--- src/rtl/regfile8_16bit_pkg.sv ---
// Shared sizing constants for the 8 x 16-bit register file and its helper cells.
package regfile8_16bit_pkg;
  localparam int REG_COUNT  = 8;
  localparam int REG_ADDR_W = 3;
  localparam int DATA_W     = 16;
  localparam logic [DATA_W-1:0] DEF_RESET_VAL = 16'h0000;
endpackage

--- src/rtl/regfile8_16bit_cells.sv ---
// Building blocks of the register file: enabled register, gated write decoder,
// and the 16-bit 8:1 operand selector used by both read ports.
module register16_en #(
  parameter int WIDTH = 16,
  parameter logic [WIDTH-1:0] RESET_VAL = '0
) (
  input  logic             clk,
  input  logic             rst_n,
  input  logic             en,
  input  logic [WIDTH-1:0] d,
  output logic [WIDTH-1:0] q
);
  logic [WIDTH-1:0] r_q;
  logic [WIDTH-1:0] w_d;

  // Explicit feedback mux ahead of the flop provides the hold path.
  assign w_d = en ? d : r_q;

  always_ff @(posedge clk or negedge rst_n) begin
    if (!rst_n) r_q <= RESET_VAL;
    else        r_q <= w_d;
  end

  assign q = r_q;
endmodule

module decoder3to8_en (
  input  logic       en,
  input  logic [2:0] addr,
  output logic [7:0] onehot
);
  for (genvar gi = 0; gi < 8; gi++) begin : g_dec
    assign onehot[gi] = en && (addr == 3'(gi));
  end
endmodule

module mux8to1_16 #(
  parameter int WIDTH = 16
) (
  input  logic [2:0]       sel,
  input  logic [WIDTH-1:0] in0,
  input  logic [WIDTH-1:0] in1,
  input  logic [WIDTH-1:0] in2,
  input  logic [WIDTH-1:0] in3,
  input  logic [WIDTH-1:0] in4,
  input  logic [WIDTH-1:0] in5,
  input  logic [WIDTH-1:0] in6,
  input  logic [WIDTH-1:0] in7,
  output logic [WIDTH-1:0] y
);
  always_comb begin
    y = in0;
    case (sel)
      3'd0: y = in0;
      3'd1: y = in1;
      3'd2: y = in2;
      3'd3: y = in3;
      3'd4: y = in4;
      3'd5: y = in5;
      3'd6: y = in6;
      3'd7: y = in7;
      default: y = in0;
    endcase
  end
endmodule

--- src/rtl/regfile8_16bit.sv ---
// 8 x WIDTH register file: one enabled write port, two combinational read ports
// (no write bypass) and all eight registers exposed in parallel.
module regfile8_16bit
  import regfile8_16bit_pkg::*;
#(
  parameter int WIDTH = DATA_W,
  parameter bit ZERO_R0 = 1'b0,
  parameter logic [WIDTH-1:0] RESET_VAL = DEF_RESET_VAL
) (
  input  logic                  clk,
  input  logic                  rst_n,
  input  logic                  we,
  input  logic [REG_ADDR_W-1:0] waddr,
  input  logic [WIDTH-1:0]      wdata,
  input  logic [REG_ADDR_W-1:0] raddr_a,
  input  logic [REG_ADDR_W-1:0] raddr_b,
  output logic [WIDTH-1:0]      rdata_a,
  output logic [WIDTH-1:0]      rdata_b,
  output logic [WIDTH-1:0]      q0,
  output logic [WIDTH-1:0]      q1,
  output logic [WIDTH-1:0]      q2,
  output logic [WIDTH-1:0]      q3,
  output logic [WIDTH-1:0]      q4,
  output logic [WIDTH-1:0]      q5,
  output logic [WIDTH-1:0]      q6,
  output logic [WIDTH-1:0]      q7
);
  logic [REG_COUNT-1:0] w_wen;
  logic [WIDTH-1:0]     w_q [REG_COUNT];

  decoder3to8_en u_dec (
    .en     (we),
    .addr   (waddr),
    .onehot (w_wen)
  );

  for (genvar gi = 0; gi < REG_COUNT; gi++) begin : g_reg
    if (gi == 0 && ZERO_R0) begin : g_zero
      assign w_q[gi] = '0;
    end else begin : g_flop
      register16_en #(.WIDTH(WIDTH), .RESET_VAL(RESET_VAL)) u_reg (
        .clk   (clk),
        .rst_n (rst_n),
        .en    (w_wen[gi]),
        .d     (wdata),
        .q     (w_q[gi])
      );
    end
  end

  assign q0 = w_q[0];
  assign q1 = w_q[1];
  assign q2 = w_q[2];
  assign q3 = w_q[3];
  assign q4 = w_q[4];
  assign q5 = w_q[5];
  assign q6 = w_q[6];
  assign q7 = w_q[7];

  mux8to1_16 #(.WIDTH(WIDTH)) u_rd_a (
    .sel (raddr_a),
    .in0 (w_q[0]), .in1 (w_q[1]), .in2 (w_q[2]), .in3 (w_q[3]),
    .in4 (w_q[4]), .in5 (w_q[5]), .in6 (w_q[6]), .in7 (w_q[7]),
    .y   (rdata_a)
  );

  mux8to1_16 #(.WIDTH(WIDTH)) u_rd_b (
    .sel (raddr_b),
    .in0 (w_q[0]), .in1 (w_q[1]), .in2 (w_q[2]), .in3 (w_q[3]),
    .in4 (w_q[4]), .in5 (w_q[5]), .in6 (w_q[6]), .in7 (w_q[7]),
    .y   (rdata_b)
  );
endmodule

--- config.mk ---
export PLATFORM = sky130hd
export DESIGN_NAME = regfile8_16bit
export DESIGN_NICKNAME = d
export VERILOG_FILES = /design/src/rtl/regfile8_16bit_pkg.sv /design/src/rtl/regfile8_16bit_cells.sv /design/src/rtl/regfile8_16bit.sv
export SDC_FILE = /design/constraint.sdc
export NUM_CORES = 1
export LEC_CHECK = 0
export BUFFER_PORTS_ARGS = -buffer_cell sky130_fd_sc_hd__buf_2
export CAP_MARGIN = 15
export CORE_MARGIN = 2
export CORE_UTILIZATION = 55
export CTS_BUF_LIST = sky130_fd_sc_hd__clkbuf_2 sky130_fd_sc_hd__clkbuf_4 sky130_fd_sc_hd__clkbuf_8
export DETAILED_ROUTE_END_ITERATION = 10
export PLACE_DENSITY = 0.84
export SLEW_MARGIN = 5
export SYNTH_ARGS = -nofsm -noshare
export SYNTH_HDL_FRONTEND = slang
export SYNTH_SLANG_ARGS = --single-unit
--- constraint.sdc ---
create_clock -name clk -period 1.37 [get_ports clk]
set_clock_uncertainty 0.1 [all_clocks]
set_input_delay 0.0685 -clock clk [delete_from_list [all_inputs] [get_ports clk]]
set_output_delay 0.0685 -clock clk [all_outputs]
set_load 0.05 [all_outputs]
# Yosys cells after proc, flatten, opt, wreduce, memory -nomap -nowiden
# Cells that the tools add are included.
op_classes:
  reduce_logical: 11
  eq_ne: 21
  mux: 2
ops:
  columns: ["operator", "n"]
  rows:
  - ["one-hot mux 16 bit (8 select lines)", 2]
  - ["equality test 3 bit, second input constant", 12]
  - ["equality test 3 x 2 -> 1 bit, second input constant", 6]
  - ["equality test 3 x 1 -> 1 bit, second input constant", 3]
  - ["zero test 3 bit", 3]
  - ["logical AND 1 bit", 8]
word_totals:
  wordCells: 42
  reg_bits: 128
  in_bits: 28

# Logic depth before layout (Yosys ltp)
logic_depth:
  word_depth: 2
  depth_mapped: 7

# Modules after synthesis
# From an unflattened synthesis, not the netlist that was laid out.
unflattened:
  hier_cells: 634
  hier_area_um2: 7521.0
by_module_without_submodules:
  columns: ["mod", "n_inst", "area_each_um2", "cells_per_inst", "seq_area_each_um2"]
  rows:
  - ["register16_en", 8, 649.4, 34, 400.4]
  - ["mux8to1_16", 2, 1114.8, 177, 0.0]
  - ["decoder3to8_en", 1, 96.3, 8, 0.0]

# Least setup slack after synthesis
# Ideal clock, no wire load.
synth_timing:
  kind: "reg2out"
  startpoint: "reg g_reg[1].g_flop.u_reg.r_q[12]"
  endpoint: "out rdata_a[12]"
  arrival_time_ps: 1836
  slack_ps: -634
  path_stages_with_launch: 5
  t_required_ps: 1202
  cell_sequence: "dfrtp_1 -> inv_1 -> a221oi_1 -> a21oi_1 -> a21oi_1"
synth_via:
  elab_chain_cells: 1
synth_lines:
  columns: ["element", "line", "rtl"]
  rows:
  - ["start: declaration", "regfile8_16bit_cells.sv:13", "logic [WIDTH-1:0] r_q;"]
  - ["start signal: assignment", "regfile8_16bit_cells.sv:21", "else r_q <= w_d;"]
  - ["one-hot mux 16 bit (8 select lines)", "regfile8_16bit_cells.sv:53", "case (sel)"]
  - ["end: declaration", "regfile8_16bit.sv:17", "output logic [WIDTH-1:0] rdata_a,"]
# No other way between the ends.

# Worst setup path after layout
layout_timing:
  startpoint: "reg g_reg[6].g_flop.u_reg.r_q[14]"
  endpoint: "out rdata_b[14]"
layout_via:
  elab_chain_cells: 1
layout_lines:
  columns: ["element", "line", "rtl"]
  rows:
  - ["start: declaration", "regfile8_16bit_cells.sv:13", null]
  - ["start signal: assignment", "regfile8_16bit_cells.sv:21", null]
  - ["one-hot mux 16 bit (8 select lines)", "regfile8_16bit_cells.sv:53", null]
  - ["end: declaration", "regfile8_16bit.sv:18", "output logic [WIDTH-1:0] rdata_b,"]
# No other way between the ends.

==> impl_metrics.tcl <==
set metrics [dict create \
    fin_setup_tns_ns -23.05 \
    largest_reg_flops 128 \
    numCtsBuffers 17 \
    die_h_um 118 \
    fin_ws_ns -0.854 \
    first_iter_violations 1333 \
    grt_max_degree 48 \
    via_per_inst 7.40 \
    max_freq_ghz 0.450 \
    violations "hold timing, setup timing" \
    worstMarginPinSlew_ns 0.578 \
    route.detailed.drc 0 \
    final_cell_area_um2 12200 \
    p_sw_share_pct 46.2 \
    p_clk_share_pct 18.4 \
    port_buffers 187 \
    setup_viol 78 \
    drv_cap 0 \
    yosysWarningCount 0 \
    wl_per_cell_um 34.7 \
    place_hpwl_um 17200 \
    crit_buf_inv 2 \
    end_kind "primary output" \
    period_share_pct 162 \
    drt_pass1_iterations 6 \
    crit_slowest_cell "dfrtp_2" \
    place_area_um2 9960 \
    seq_power_share_pct 27.3 \
    ys_dominant_reg_cell "dfrtp_1" \
    cp-start-kind "flip-flop" \
    hold_buffers 18 \
    start_util_pct 56.6 \
    synthesis.area_um2 7180 \
    gp_congestion 0.932 \
    fp-row-count 41 \
    syn-num-nets 636 \
    hold_viol_final 18 \
    clk_pin_slew_ns 0.09 \
    synth_edf_count 0 \
    post_route_cells_drive_above_1_share_pct 75.0 \
    routed_wl_um 38900 \
    layout_commonest_cell "buf_6" \
    layout_common_cells "113 x buf_6, 105 x dfrtp_2, 89 x mux2_2" \
    ys_types 35 \
    fin_nets 964 \
    ioPinCount 188 \
    track_usage_pct 45.4 \
    grt_pass1_wl_um 47900 \
    antenna_found_initial 0 \
    cp_max_fo 3 \
    synthToLayoutAreaGrowth_pct 70.2 \
    ant_nets 0 \
    worstPathArrival_ns 2.06 \
    crit_path_cell_trace "buf_6 > mux2i_1 > a221oi_2 > a221oi_4 > nor2_4 > buf_6" \
    relSlewSlack_pct 60.3 \
    diodes 0 \
    power_frac_comb_pct 54.3 \
    cts_sinks 128 \
    max-vdd-ir-drop_mv 1.49 \
    die_w_um 118 \
    cpPeakStageDelay_ns 0.42 \
    hold_ws_ns -0.0633 \
    reg2reg_to "g_reg[1].g_flop.u_reg.q[4]" \
    powerDensity_nw_per_um2 1770 \
    synthCells 608 \
    ys_seq_elements 128 \
    required_ns 1.20 \
    cts_tree "done" \
    die_area_um2 14000 \
    hp-class "primary input to async pin" \
    vias 8301 \
    core-area_um2 12700 \
    synthArstFlopShare_pct 100 \
    syn_area_per_cell_um2 11.8 \
    cpLargestDelayFamily "compound AO/OA/AOI/OAI gates" \
    grt_pass1_vias 8076 \
    drv_slew 0 \
    post-route-min-period_ns 2.22 \
    rsz0062_at_grt "yes" \
    internal_power_mw 11.6 \
    cts-root-buf "clkbuf_8" \
    cpMostUsedCell "buf_6" \
    cts_buffer_depth 2 \
    dp_cells 1064 \
    stdcell_count 1121 \
    critPathKind "flip-flop to primary output" \
    ctsHtreeMaxLevel 4 \
    regToRegSetupSlack_ns 0.02 \
    outcome "complete, but fails checks" \
    clk_latency_ns 0.49 \
    pre_cts_ws_ns -0.416 \
    ys_seq_area_share_pct 44.6 \
    p_leak_nw 5.39 \
    grt_overflow 0 \
    regToRegStartpoint "g_reg[1].g_flop.u_reg.q[4]" \
    switching_power_mw 9.98 \
    reg2regPathDepth 3 \
]
-- Yosys cell counts (all sizes together), types with 14 or more instances --
master | n | area [um2]
inv | 20 | 75.1
a221oi | 45 | 475
o21ai | 23 | 115
clkbuf | 14 | 52.6
nand2 | 24 | 90.1
mux2i | 29 | 290
dfrtp | 128 | 3200
buf | 36 | 259
a21oi | 22 | 110
mux2 | 126 | 1450
a22o | 22 | 193
nor2 | 70 | 263
-- layout make-up --
class / count / area (um2)
Clock buffer: 22 / 297
Clock inverter: 10 / 156
Fill cell: 219 / 453
Inverter: 20 / 75.1
Multi-Input combinational cell: 410 / 4400
Sequential cell: 128 / 3330
Tap cell: 172 / 215
Timing Repair Buffer: 359 / 3740
-- metal layers --
metal	part of all wire, %	track usage, %	vias up
met1	31	51.1	3962
li1	-	-	2910
met4	11	32.4	0
met5	0	0	-
met2	45	74.3	1010
met3	13	12.4	419
-- repair_timing --
action | 4_1_cts | 5_1_grt
pin swaps | 41 | 35
gates resized for setup | 262 | 171
endpoints found under the hold margin | 256 | 18
endpoints found under the setup margin | 107 | 132
setup buffers | 9 | 28
cloned | 0 | 0
-- power groups by stage --
| stage | clock network, mW | logic (mW) | registers [mW] |
|---|---|---|---|
| finish | 3.97 | 11.7 | 5.89 |
| global route | 4.08 | 11.9 | 5.90 |
| CTS | 3.75 | 10.0 | 5.53 |
| detailed placement | 0 | 8.63 | 5.57 |
| global placement | 0 | 8.44 | 5.47 |
| floorplan | 0 | 2.98 | 8.44 |
-- how the worst max path moves through the flow --
stage / cells past startpoint / startpoint / to
after global routing: 6 / g_reg[6].g_flop.u_reg.q[14] / rdata_b[14]
after global placement: 7 / raddr_b[1] / rdata_b[1]
after detailed placement: 7 / raddr_b[1] / rdata_b[1]
final: 6 / g_reg[6].g_flop.u_reg.q[14] / rdata_b[14]
after CTS: 5 / g_reg[7].g_flop.u_reg.q[0] / rdata_b[0]
after floorplan: 4 / g_reg[5].g_flop.u_reg.q[12] / rdata_b[12]
-- worst register-to-register path, delay by kind of cell, from the launching register on --
| kind | cells | cell delay, ns |
|---|---|---|
| AOI/OAI and AO/OA | 1 | 0.49 |
| DFF | 1 | 0.41 |
| buffers and inverters | 2 | 0.17 |
-- stage by stage --
stage | power [mW] | utilization [%]
floorplan | 11.4 | -
global placement | 13.9 | 78.6
detailed placement | 14.2 | 78.6
CTS | 19.3 | 90.8
global route | 21.9 | 96.4
finish | 21.6 | 96.4
-- cells by family after synthesis --
kind of cell,Yosys count,synth area share [%]
buffers and inverters,70,5.39
muxes,166,27.6
and+or+nand+nor,128,9.43
AOI/OAI and AO/OA,116,12.9
DFF,128,44.6
Note: power is estimated with default switching activity, not from simulation.
